`config.mk`:
```
export PLATFORM = sky130hd
export DESIGN_NAME = lcd_sequencer
export DESIGN_NICKNAME = d
export VERILOG_FILES = /design/src/rtl/lcd_sequencer.sv
export SDC_FILE = /design/constraint.sdc
export NUM_CORES = 1
export LEC_CHECK = 0
export CORE_UTILIZATION = 41
export CTS_CLUSTER_SIZE = 25
export DETAILED_ROUTE_END_ITERATION = 10
export PLACE_DENSITY = 0.61
export SETUP_SLACK_MARGIN = 0.15
export SLEW_MARGIN = 20
export SYNTH_ARGS = -nofsm -noshare
export SYNTH_HDL_FRONTEND = slang
export SYNTH_SLANG_ARGS = --single-unit
export TNS_END_PERCENT = 20
```
`constraint.sdc`:
```
create_clock -name Clk -period 2.9 [get_ports Clk]
set_input_delay 0.435 -clock Clk [delete_from_list [all_inputs] [get_ports Clk]]
set_output_delay 0.435 -clock Clk [all_outputs]
set_load 0.01 [all_outputs]
```
`src/rtl/lcd_sequencer.sv`:
```
// Power-up, HD44780 init and 32-character frame sequencer for the LCD bus driver. All outputs are registered.
// Requests are levels held until the matching acknowledge arrives; a missing acknowledge times out to IDLE with Error set.
module lcd_sequencer #(
   parameter int POWERUP_CYCLES = 1500000,
   parameter int CMD_GAP        = 5000,
   parameter int CLEAR_GAP      = 200000,
   parameter int ACK_TIMEOUT    = 4000000
) (
   input  logic       Clk,
   input  logic       Reset,
   input  logic       Start,
   input  logic [7:0] CharData,
   input  logic       InitEscrito,
   input  logic       CharEscrito,
   output logic [4:0] CharAddr,
   output logic [7:0] DatoInit,
   output logic [7:0] DatoLCD,
   output logic       Init,
   output logic       Ejecutar,
   output logic       Linea2,
   output logic       Cuenta,
   output logic       Ready,
   output logic       Error
);

   typedef enum logic [2:0] {
      s_pwrup,
      s_cmd,
      s_cmd_gap,
      s_idle,
      s_char_ld,
      s_char,
      s_char_gap
   } state_t;

   localparam logic [21:0] PWR_LAST   = 22'(POWERUP_CYCLES - 1);
   localparam logic [21:0] GAP_LAST   = 22'(CMD_GAP - 1);
   localparam logic [21:0] CLEAR_LAST = 22'(CLEAR_GAP - 1);
   localparam logic [21:0] ACK_LAST   = 22'(ACK_TIMEOUT - 1);

   state_t      state;
   logic [21:0] cnt;
   logic [2:0]  idx;
   logic [21:0] gap_last;

   function automatic logic [7:0] rom(input logic [2:0] i);
      case (i)
         3'd0:    rom = 8'h38;
         3'd1:    rom = 8'h0C;
         3'd2:    rom = 8'h06;
         3'd3:    rom = 8'h01;
         default: rom = 8'h80;
      endcase
   endfunction

   // Index 3 is the clear-display command, which needs the long settle time.
   assign gap_last = (idx == 3'd3) ? CLEAR_LAST : GAP_LAST;

   always_ff @(posedge Clk or negedge Reset) begin
      if (!Reset) begin
         state    <= s_pwrup;
         cnt      <= '0;
         idx      <= '0;
         CharAddr <= '0;
         DatoInit <= '0;
         DatoLCD  <= '0;
         Init     <= 1'b0;
         Ejecutar <= 1'b0;
         Linea2   <= 1'b0;
         Cuenta   <= 1'b0;
         Ready    <= 1'b0;
         Error    <= 1'b0;
      end else begin
         case (state)
            s_pwrup: begin
               if (cnt == PWR_LAST) begin
                  cnt      <= '0;
                  idx      <= '0;
                  Init     <= 1'b1;
                  DatoInit <= rom(3'd0);
                  state    <= s_cmd;
               end else begin
                  cnt <= cnt + 22'd1;
               end
            end
            s_cmd: begin
               if (InitEscrito) begin
                  Init  <= 1'b0;
                  cnt   <= '0;
                  state <= s_cmd_gap;
               end else if (cnt == ACK_LAST) begin
                  Init     <= 1'b0;
                  Error    <= 1'b1;
                  Ready    <= 1'b1;
                  CharAddr <= '0;
                  cnt      <= '0;
                  state    <= s_idle;
               end else begin
                  cnt <= cnt + 22'd1;
               end
            end
            s_cmd_gap: begin
               if (cnt == gap_last) begin
                  cnt <= '0;
                  if (idx == 3'd4) begin
                     CharAddr <= '0;
                     state    <= s_char_ld;
                  end else if (idx == 3'd3) begin
                     Ready <= 1'b1;
                     state <= s_idle;
                  end else begin
                     idx      <= idx + 3'd1;
                     Init     <= 1'b1;
                     DatoInit <= rom(idx + 3'd1);
                     state    <= s_cmd;
                  end
               end else begin
                  cnt <= cnt + 22'd1;
               end
            end
            s_idle: begin
               if (Start) begin
                  Ready    <= 1'b0;
                  idx      <= 3'd4;
                  CharAddr <= '0;
                  Init     <= 1'b1;
                  DatoInit <= rom(3'd4);
                  cnt      <= '0;
                  state    <= s_cmd;
               end
            end
            // One load cycle so the buffer read reflects the freshly updated CharAddr.
            s_char_ld: begin
               DatoLCD  <= CharData;
               Ejecutar <= 1'b1;
               Linea2   <= (CharAddr == 5'd15);
               Cuenta   <= (CharAddr == 5'd15);
               cnt      <= '0;
               state    <= s_char;
            end
            s_char: begin
               if (CharEscrito) begin
                  Ejecutar <= 1'b0;
                  Linea2   <= 1'b0;
                  Cuenta   <= 1'b0;
                  cnt      <= '0;
                  state    <= s_char_gap;
               end else if (cnt == ACK_LAST) begin
                  Ejecutar <= 1'b0;
                  Linea2   <= 1'b0;
                  Cuenta   <= 1'b0;
                  Error    <= 1'b1;
                  Ready    <= 1'b1;
                  CharAddr <= '0;
                  cnt      <= '0;
                  state    <= s_idle;
               end else begin
                  cnt <= cnt + 22'd1;
               end
            end
            s_char_gap: begin
               if (cnt == GAP_LAST) begin
                  cnt <= '0;
                  if (CharAddr == 5'd31) begin
                     CharAddr <= '0;
                     Ready    <= 1'b1;
                     state    <= s_idle;
                  end else begin
                     CharAddr <= CharAddr + 5'd1;
                     state    <= s_char_ld;
                  end
               end else begin
                  cnt <= cnt + 22'd1;
               end
            end
            default: state <= s_pwrup;
         endcase
      end
   end

endmodule
```
Yosys cells after proc, flatten, opt, wreduce, memory -nomap -nowiden. Cells that the tools add are included.

Latch bits: 0. Input port bits: 13. ROM bits: 0. Memories kept: 0. Register bits after elaboration: 54. Word-level logic and storage cells: 127. Memory bits (writable): 0. Output and inout port bits: 27.

Add/subtract/negate cells: 3. Multipliers: 0. Bitwise gates (word level): 0. Div/mod/pow operators: 0. Equality and inequality tests: 30. Muxes and demuxes: 67. Magnitude comparators: 0. Reduce and logical (&&, ||, !) cells: 16. Shifts and indexed selects: 0.

Operators by type and width (number): 22-bit 2-to-1 mux (7); 22-bit one-hot mux with 7 select lines (1); 3-bit 2-to-1 mux (14); 5-bit 2-to-1 mux (8); 8-bit 2-to-1 mux (5); 8-bit one-hot mux with 4 select lines (1); 5-bit one-hot mux with 5 select lines (1); 8-bit one-hot mux with 3 select lines (1); 22-bit by 1-bit adder with 22-bit output, second input constant (1); 22-bit by 13-bit == test with 1-bit output, second input constant (1); 22-bit by 18-bit == test with 1-bit output (1); 22-bit by 21-bit == test with 1-bit output, second input constant (1); 22-bit == test, second input constant (1); 2-bit != test, second input constant (11); 3-bit one-hot mux with 7 select lines (1); 1-bit 2-to-1 mux (20); 18-bit 2-to-1 mux (1); 3-bit by 2-bit == test with 1-bit output, second input constant (5); 7-bit AND reduction (2); 3-bit == test, second input constant (4); 3-bit one-hot mux with 3 select lines (1); 9-bit AND reduction (1); 7-bit nonzero test (1); 3-bit by 1-bit == test with 1-bit output, second input constant (2); 18 further kinds (24).

Longest topological paths before layout. Gate-level depths: netlist of run 1.

Depth after elaboration: 7. Gate-level depth with buffers: 9. Depth with buffers taken out: 8.

Worst setup path before layout of run 1. OpenSTA, ideal clock, no wires.

Path kind: reg-to-reg. Start point: reg idx[0]. End point: reg CharAddr[0]. Library setup time: 125 ps. Slack: 340 ps. Arrival time: 2434 ps. Data required time: 2775 ps. Path buffers: 1. Stages on the path, launching flop included: 10. Clock period less this slack: 2560 ps. Cells stage by stage: dfrtp_1 ha_1 ha_1 or3b_1 o32ai_1 o211a_1 o211ai_2 or3_1 buf_6 mux2_4.

Word-level cells in the longest chain between the ends: 5. Elaborated cells between the ends (all ways): 7. Classes of those cells: eq/ne (5); mux (1); reduce/logical (1).

RTL lines: start, declared (RTL line 43) `logic [2:0] idx;`; start signal, assigned (RTL line 112) `idx <= idx + 3'd1;`; 3-bit by 2-bit == test with 1-bit output (RTL line 57) `assign gap_last = (idx == 3'd3) ? CLEAR_LAST : GAP_LAST;`; 18-bit 2-to-1 mux (RTL line 57); 22-bit by 18-bit == test with 1-bit output (RTL line 103) `if (cnt == gap_last) begin`; 2-bit != test (no source line); 7-bit AND reduction (no source line) *; end signal, assigned (RTL line 169) `CharAddr <= CharAddr + 5'd1;`; end, declared (RTL line 15) `output logic [4:0] CharAddr,`.

Every way passes the cells marked *; elsewhere a longest branch is shown, timed or not. A chain may end at the register's enable or synchronous reset.

Worst setup path after layout of run 1.
Start point: reg state[2]. End point: reg cnt[14].

Word-level cells in the longest chain between the ends: 3. Elaborated cells between the ends (all ways): 11. Classes of those cells: eq/ne (7); mux (1); reduce/logical (3).

RTL lines: start, declared (RTL line 41) `state_t state;`; start signal, assigned (RTL line 61) `state <= s_pwrup;`; start signal, assigned (RTL line 81) `state <= s_cmd;`; start signal, assigned (RTL line 90) `state <= s_cmd_gap;`; 3-bit == test, or another cell as far along (RTL line 74) `case (state)`; 7-bit nonzero test (no source line) / 2-bit != test (equally long branches); 2-bit AND reduction (no source line); end signal, assigned (RTL line 83) `cnt <= cnt + 22'd1;`; end signal, assigned (RTL line 99) `cnt <= cnt + 22'd1;`; end signal, assigned (RTL line 118) `cnt <= cnt + 22'd1;`; end, declared (RTL line 42) `logic [21:0] cnt;`.

Several ways; a longest one is shown, not always the timed one.

==> results.toml, run 1 <==
[routing]
viasPerCell = 5.726
vias = 2760
dr.pass1.iters = 5
routed_wl_microns = 7757
wl_per_cell_microns = 16.09
ant_nets = 0
first_iter_violations = 192
drc = 0

[cts]
path_clk_slew_ps = 110
cts.htree.levels = 2
clk_path_buf_depth = 2
hold_buffers = 0
clockRootBuffer = "clkbuf_8"
worstSkewPairLatency_ps = 310
cts-buffers-inserted = 5
cts_tree = "yes"
numClockSinks = 52

[setup_path]
crit_fanout = 11
arrival_ps = 2780
end_kind = "register"
startpoint_type = "register"
critical_path_required_ps = 3120
crit_type = "reg2reg"

[final_layout]
antennaDiodeCount = 0
nets = 405
mostFrequentLayoutCells = "52 x dfrtp_1, 37 x nand2_1, 37 x clkdlybuf4s50_1"
synthToLayoutAreaGrowth_pct = 21.56
final_util_pct = 52.04
fin_area_sq_um = 3795
final_common_cell = "dfrtp_1"
layout-drive-gt1-share_pct = 13.32

[floorplan]
coreArea_sq_um = 7292
row_count = 31
die_h_microns = 89.26
dieArea_sq_um = 7967
io_pins = 40
die_w_microns = 89.26
start_util_pct = 42.81

[synth]
synth_edf_count = 0
avgSynthCellArea_sq_um = 9.263
yosys.cell_types.count = 60
synth_top_flop_cell = "dfrtp_1"
synth_fp_nets = 360
synth_seq_cells = 52
ys_seq_area_share_pct = 41.68
async_flop_share_pct = 100.0
yosys_warnings = 0
synth_area_sq_um = 3122
syn_inst = 337

[place]
io_buffers = 38
placed_area_sq_um = 3659
routabilityCongestion = 0.8931
dp_worst_setup_slack_ps = 236.0
dp_hpwl_microns = 5747

[worst_hold_path]
hp-class = "in2async"

[global_route]
grt_max_degree = 33
grt_remaining_overflow = 0
grt_util_all_layers_pct = 21.25
grt_pass1_wl_microns = 13000
grt_pass1_vias = 2632
antenna_found_initial = 0

[sta]
setup_ws_ps = 338.0
maxSlewViolCount = 0
finalSetupViolCount = 0
rsz0062_at_grt = "false"
min_period_over_period_pct = 88.35
slew_headroom_pct = 55.65
finalSetupTns_ps = 0
finClkSkew_ps = 9.876
finalHoldViolCount = 0
finalCriticalPeriod_ps = 2562
worst_slew_pin_slew_ps = 659.2
max_clock_freq_mhz = 390.3

[status]
status = "complete, no violations"

[power]
power_density_nw_per_um2 = 319.0
peakVddDrop_uv = 200.9
p_total_mw = 1.210
leakagePower_nw = 1.694

[job]
drv_cap = 0
report_power, final:
part / leakage (nW) / internal (mW) / switching, mW
registers: 0.671 / 0.725 / 0
logic: 0.979 / 0.0153 / 0.0200
clock network: 0.0452 / 0.177 / 0.274
cell usage after synthesis (7+ instances only):
cell type	count	area share, %
mux2_2	8	2.9
nor4_1	9	1.8
a21oi_1	10	1.6
o22ai_1	7	1.4
and3_1	12	2.4
o21ai_0	14	2.2
nor2_1	18	2.2
dfrtp_1	52	42
inv_1	10	1.2
ha_1	10	4.0
nand2_1	37	4.4
clkbuf_1	11	1.3
nand3_1	12	1.9
nor3_1	24	3.8
critical path, cell delays in order, from the launching register on:
cell	delay [ps]
dfrtp_1	590
clkinv_1	320
o21ai_0	380
a211oi_1	80
nor2_1	520
o211ai_1	260
o311ai_1	310
state kept, by name, summed over array words and instances, names as in the netlist:
signal	count
DatoInit	6
Ejecutar	1
CharAddr	5
cnt	22
idx	3
Cuenta	1
Error	1
Ready	1
state	3
Init	1
DatoLCD	8
path summary, 6_finish.rpt:
check	slack, ps	startpoint	cells after the start	end
worst max-delay path	340	state[2]	6	cnt[14]
worst max register to register	340	state[2]	6	cnt[14]
max in group asynchronous	2040	Reset	2	DatoLCD[7]
min in group Clk	490	Init	1	Init
worst min register to register	490	Init	1	Init
worst min-delay path	70	Reset	1	cnt[16]
metal layers:
metal	GRT usage, %	wire (microns)	part of all wire [%]
met2	31.71	3453	45
met3	3.786	331	4.3
met4	6.494	95	1.2
met5	0	0	0
met1	31.32	3877	50
cells by family (layout without fill, tap and decap cells):
group,count (synthesis),count (layout),share of synthesized area [%]
simple gates,153,153,26.45
compound gates,62,62,13.47
flops,52,52,41.68
buf+inv,29,75,4.168
mux,19,19,7.014
xor+xnor,11,11,3.086
fa+ha+maj,10,10,4.008
other cells,1,1,0.1201
area by class of cell:
class / instances / area [sq um]
sequential: 52 / 1301
inverter: 11 / 41.29
clock buffer: 5 / 68.82
tap: 99 / 123.9
multi-input combinational: 256 / 1724
clock inverter: 3 / 25.02
timing repair buffer: 56 / 510.5
fill: 711 / 3497
timing repair:
action                                  4_1_cts  5_1_grt
resized for setup                             0        5
buffers inserted                              0        2
endpoints found under the setup margin        0       18
stage by stage:
step                      hold WS (ps)  std cells
after floorplan                  139.4        337
after global placement           424.7        472
after detailed placement         447.1        472
after CTS                        99.56        480
after global routing             95.92        482
final                            68.36        482
Note: power is estimated with default switching activity, not from simulation.
==> run 2: changes to the inputs <==
--- a/config.mk
+++ b/config.mk
@@ -9,5 +9,6 @@
 export CTS_CLUSTER_SIZE = 25
 export DETAILED_ROUTE_END_ITERATION = 10
-export PLACE_DENSITY = 0.61
+export DONT_BUFFER_PORTS = 1
+export PLACE_DENSITY = 0.54
 export SETUP_SLACK_MARGIN = 0.15
 export SLEW_MARGIN = 20
==> constraint.sdc (replaced) <==
create_clock -name Clk -period 2.9 [get_ports Clk]
set_input_delay 0.435 -clock Clk [delete_from_list [all_inputs] [get_ports Clk]]
set_output_delay 0.435 -clock Clk [all_outputs]
set_load 0.05 [all_outputs]
==> run 2 against run 1 <==
  * Clock power is 12% higher
  * Sequential cell count stayed put
  * Cell count is 6.0% lower
  * Register-to-register slack worse by 110 ps
  * Combinational power is 28% lower
  * Maximum frequency is 4.2% lower
  * Worst hold slack better by 210 ps
  * Core utilization is 4.0 points lower
  * Sequential power hardly changed
  * First-iteration DRC count is 28% higher
  * Critical path depth is 2 higher
  * Largest cell class unchanged
==> results.toml, run 2 (same netlist as run 1, synthesis figures left out) <==
[power]
p_total_mw = 1.253
power_density_nw_per_um2 = 357.7
peakVddDrop_uv = 182.8
leakagePower_nw = 1.616

[worst_hold_path]
hold_start = "CharData[1]"
holdPathEnd = "DatoLCD[1]"
hold-path-cell-count = 1
hp-class = "in2reg"

[routing]
first_iter_violations = 245
ant_nets = 0
dr.pass1.iters = 4
viasPerCell = 5.830
wl_per_cell_microns = 17.66
routed_wl_microns = 8002
vias = 2641
drc = 0

[setup_path]
cp_cell_sequence = "ha_1 > ha_1 > or3b_1 > o32ai_1 > o211a_1 > o211ai_2 > or3_1 > mux2_4"
critical_path_required_ps = 3100
timing.rr.start = "idx[0]"
timing.rr.end = "CharAddr[1]"
cpMaxStageDelayCell = "or3_1"
arrival_ps = 2870
cp_common_cell = "ha_1"
crit_fanout = 5
worst_r2r_path_depth = 8
crit_type = "reg2reg"
max_stage_delay_ps = 520
end_kind = "register"
reg2reg_slack_ps = 230
startpoint_type = "register"

[place]
routabilityCongestion = 0.9003
dp_hpwl_microns = 5764
io_buffers = 0

[final_layout]
antennaDiodeCount = 0
largest_reg_flops = 22
top_register = "cnt"
synthToLayoutAreaGrowth_pct = 12.18
largest_registers = "cnt (22), DatoLCD (8), DatoInit (6)"
final_common_cell = "dfrtp_1"
mostFrequentLayoutCells = "52 x dfrtp_1, 37 x nand2_1, 25 x buf_4"
nets = 376
final_util_pct = 48.03
layout-drive-gt1-share_pct = 14.97

[sta]
rsz0062_at_grt = "true"
maxSlewViolCount = 0
finalSetupTns_ps = 0
slew_headroom_pct = 38.77
finalCriticalPeriod_ps = 2675
max_clock_freq_mhz = 373.9
finalHoldViolCount = 0
finalSetupViolCount = 0
worst_slew_pin_slew_ps = 918.5
finClkSkew_ps = 3.798
min_period_over_period_pct = 92.23

[global_route]
antenna_found_initial = 0
grt_remaining_overflow = 0
grt_util_all_layers_pct = 21.67
grt_pass1_wl_microns = 13230
grt_max_degree = 53
grt_pass1_vias = 2688

[cts]
path_clk_slew_ps = 100
clockRootBuffer = "clkbuf_8"
cts_tree = "yes"
numClockSinks = 52
cts.htree.levels = 2
cts-buffers-inserted = 5
clk_path_buf_depth = 2
worstSkewPairLatency_ps = 300

[floorplan]
row_count = 31
die_h_microns = 89.26
coreArea_sq_um = 7292
die_w_microns = 89.26
dieArea_sq_um = 7967
io_pins = 40
start_util_pct = 42.81

[job]
drv_cap = 0

[status]
status = "complete, no violations"
run 2: cell count changes in the layout (fill, tap and decap cells not counted), sizes merged:
cell | before | now
buf | 19 | 26
bufinv | 0 | 1
clkdlybuf4s50 | 37 | 0
inv | 12 | 10
clkinvlp | 1 | 0
clkbuf | 5 | 6
dlygate4sd3 | 0 | 1
clkinv | 1 | 2
run 2: timing repair:
item / 4_1_cts / 5_1_grt
hold buffers: 2 / 0
setup endpoints to repair: 0 / 9
endpoints found under the hold margin: 52 / 0
resized for setup: 0 / 1
buffers inserted: 0 / 0
run 2: layout make-up:
class                   instances  area, sq um
repair buffers                 27        225.2
clock buffers                   6        72.57
multi-input cells             256         1703
well taps                      99        123.9
fillers                       736         3790
clock inverters                 2        35.03
inverters                      11        41.29
flip-flops and latches         52         1301
run 2: metrics by stage:
step / instances / cell area (sq um) / setup WS [ps] / hold slack [ps]
floorplan: 337 / 3122 / 340.5 / 139.4
global placement: 443 / 3351 / 305.8 / 141.0
detailed placement: 443 / 3351 / 245.9 / 141.7
CTS: 453 / 3496 / 226.3 / 272.2
global route: 453 / 3502 / 88.19 / 264.7
finish: 453 / 3502 / 225.4 / 275.4
run 2: per-layer routing:
metal | wire [microns] | GRT usage, % | share of wire, %
met1 | 3880 | 31.40 | 48
met2 | 3589 | 33.10 | 45
met3 | 411 | 3.970 | 5.1
met4 | 120 | 6.205 | 1.5
met5 | 0 | 0 | 0
run 2: worst max-delay path: cells and delay by family (launching register included):
family	cells	cell delay, ps
muxes	1	330
adders and majority gates	2	350
AOI/OAI and AO/OA	3	610
DFF	1	420
and+or+nand+nor	2	860
run 2: worst max-delay path by stage:
| stage | depth (start not counted) | endpoint | slack (ps) | from |
|---|---|---|---|---|
| after CTS | 8 | CharAddr[0] | 230 | idx[0] |
| after global placement | 8 | CharAddr[0] | 310 | idx[0] |
| after detailed placement | 8 | CharAddr[0] | 250 | idx[0] |
| final | 8 | CharAddr[1] | 230 | idx[0] |
| after floorplan | 9 | CharAddr[0] | 340 | idx[0] |
| after global routing | 8 | CharAddr[2] | 90 | idx[0] |
run 2: power breakdown:
group	internal (mW)	switching [mW]	total, mW
logic	0.00592	0.0192	0.0252
registers	0.724	0	0.724
clock network	0.257	0.246	0.503
total	0.987	0.266	1.25
==> edit, RTL diff (config.mk and constraints of run 2) <==
Change the parameter `CLEAR_GAP` from 200000 to 100000.
--- a/src/rtl/lcd_sequencer.sv
+++ b/src/rtl/lcd_sequencer.sv
@@ -3,7 +3,7 @@
 module lcd_sequencer #(
    parameter int POWERUP_CYCLES = 1500000,
    parameter int CMD_GAP        = 5000,
-   parameter int CLEAR_GAP      = 200000,
+   parameter int CLEAR_GAP      = 100000,
    parameter int ACK_TIMEOUT    = 4000000
 ) (
    input  logic       Clk,
Function: same outputs for any inputs over 10 cycles, from zero or initial values and one cycle with Reset low; that may be too few to reach the edited logic, so the function may still have changed.
==> edit against run 2 <==
Setup slack improved by 0.083 ns; area after synthesis up 3.2%; fmax is 3.2% higher; critical path type unchanged; total power shrank 4.4%; hold slack got worse by 0.0059 ns; core utilization down 1.7 points; clock power fell by 12%; die area grew 3.2%; routed wire length decreased by 10%; critical path depth up 1; sequential cell count stayed put; design area is 2.0% lower; count of clock-buffer cells in the layout is the same.
==> edit: results <==
{
  "status": "completed",
  "worstHoldStart": "CharData[2]",
  "hold_path.class": "input port to flip-flop",
  "drt_wl_total_um": 7160,
  "dp.cells": 428,
  "slew_headroom": 0.393,
  "met3_length_um": 383,
  "track_usage": 0.187,
  "dp_hpwl_um": 5130,
  "cts_made_buffers": 5,
  "synth_seq_area_share": 0.404,
  "use_met3": 0.0396,
  "worstHoldEndpoint": "DatoLCD[2]",
  "vdd_ir_drop_max_mv": 0.157,
  "htreeDepth": 2,
  "drv_cap": 0,
  "cp_max_fo": 12,
  "leakage_nw": 1.48,
  "synthTopCellsByArea": "dfrtp_1 (40%), mux2_2 (4.9%), ha_1 (3.9%)",
  "endpoint": "cnt[20]",
  "clkPwrFrac": 0.369,
  "fillerInstances": 704,
  "grt_pass1_vias": 2337,
  "wl_met2_um": 3180,
  "cp_slowest_stage_delay_ns": 0.44,
  "holdPathStages": 1,
  "final_cells": 439,
  "layout.nets": 362,
  "drive_above_1_share": 0.141,
  "worstPathArrival_ns": 2.79,
  "crit_path_top_delay_cell": "a211o_2",
  "drt_iter0_drc": 187,
  "synth_nets": 365,
  "grt_pass1_wl_um": 12300,
  "power_density_mw_per_mm2": 349,
  "clock_skew_ns": 0.00626,
  "met1_usage": 0.277,
  "r2r_cells": 9,
  "path_delay_family": "compound AO/OA/AOI/OAI gates",
  "grt_max_degree": 53,
  "netlist_top_cells_count": "dfrtp_1 (52), nor2_1 (33), nand2_1 (24), nand3_1 (20), o21ai_0 (19)",
  "routabilityCongestion": 0.837,
  "drt-met1-wl_um": 3510,
  "internal_power_mw": 0.926,
  "reg2reg_slack_ns": 0.31,
  "ys_types": 69,
  "clock_path_buffers": 2,
  "diodes": 0,
  "syn_area_per_cell_sq_um": 9.42,
  "maxUsedRoutingLayer": "met4",
  "clock_latency_ns": 0.31,
  "pg_comb_mw": 0.0274,
  "placed_area_sq_mm": 0.00327,
  "avgViaCountPerCell": 5.62,
  "grtUsageMet2": 0.271
}
## edit: logic make-up after synthesis
kind of cell             share of synthesized area
multiplexers                                0.0613
XOR/XNOR                                    0.0326
other                                      0.00116
buffers and inverters                       0.0621
adder cells (fa/ha/maj)                     0.0388
AND/OR/NAND/NOR                              0.243
flip-flops                                   0.404
AO/OA/AOI/OAI                                0.157
## edit: area by class of cell
cell class,count,share of cell area
Clock buffer,6,0.0241
Clock inverter,2,0.00437
Inverter,18,0.0197
Multi-Input combinational cell,252,0.505
Sequential cell,52,0.379
Tap cell,99,0.0361
Timing Repair Buffer,10,0.0321
## edit: timing repair
item	CTS	global route
buffers inserted	0	1
hold buffers	2	0
setup endpoints to repair	0	22
gates resized for setup	0	2
endpoints found under the hold margin	52	0
## edit: per-stage QoR
stage               total power, mW  hold WS, ns  setup WS [ns]
floorplan                     0.751        0.139          0.594
global placement              0.751        0.142          0.369
detailed placement            0.751        0.141          0.305
CTS                            1.22        0.260          0.294
global route                   1.25        0.247         0.0879
finish                         1.20        0.269          0.309
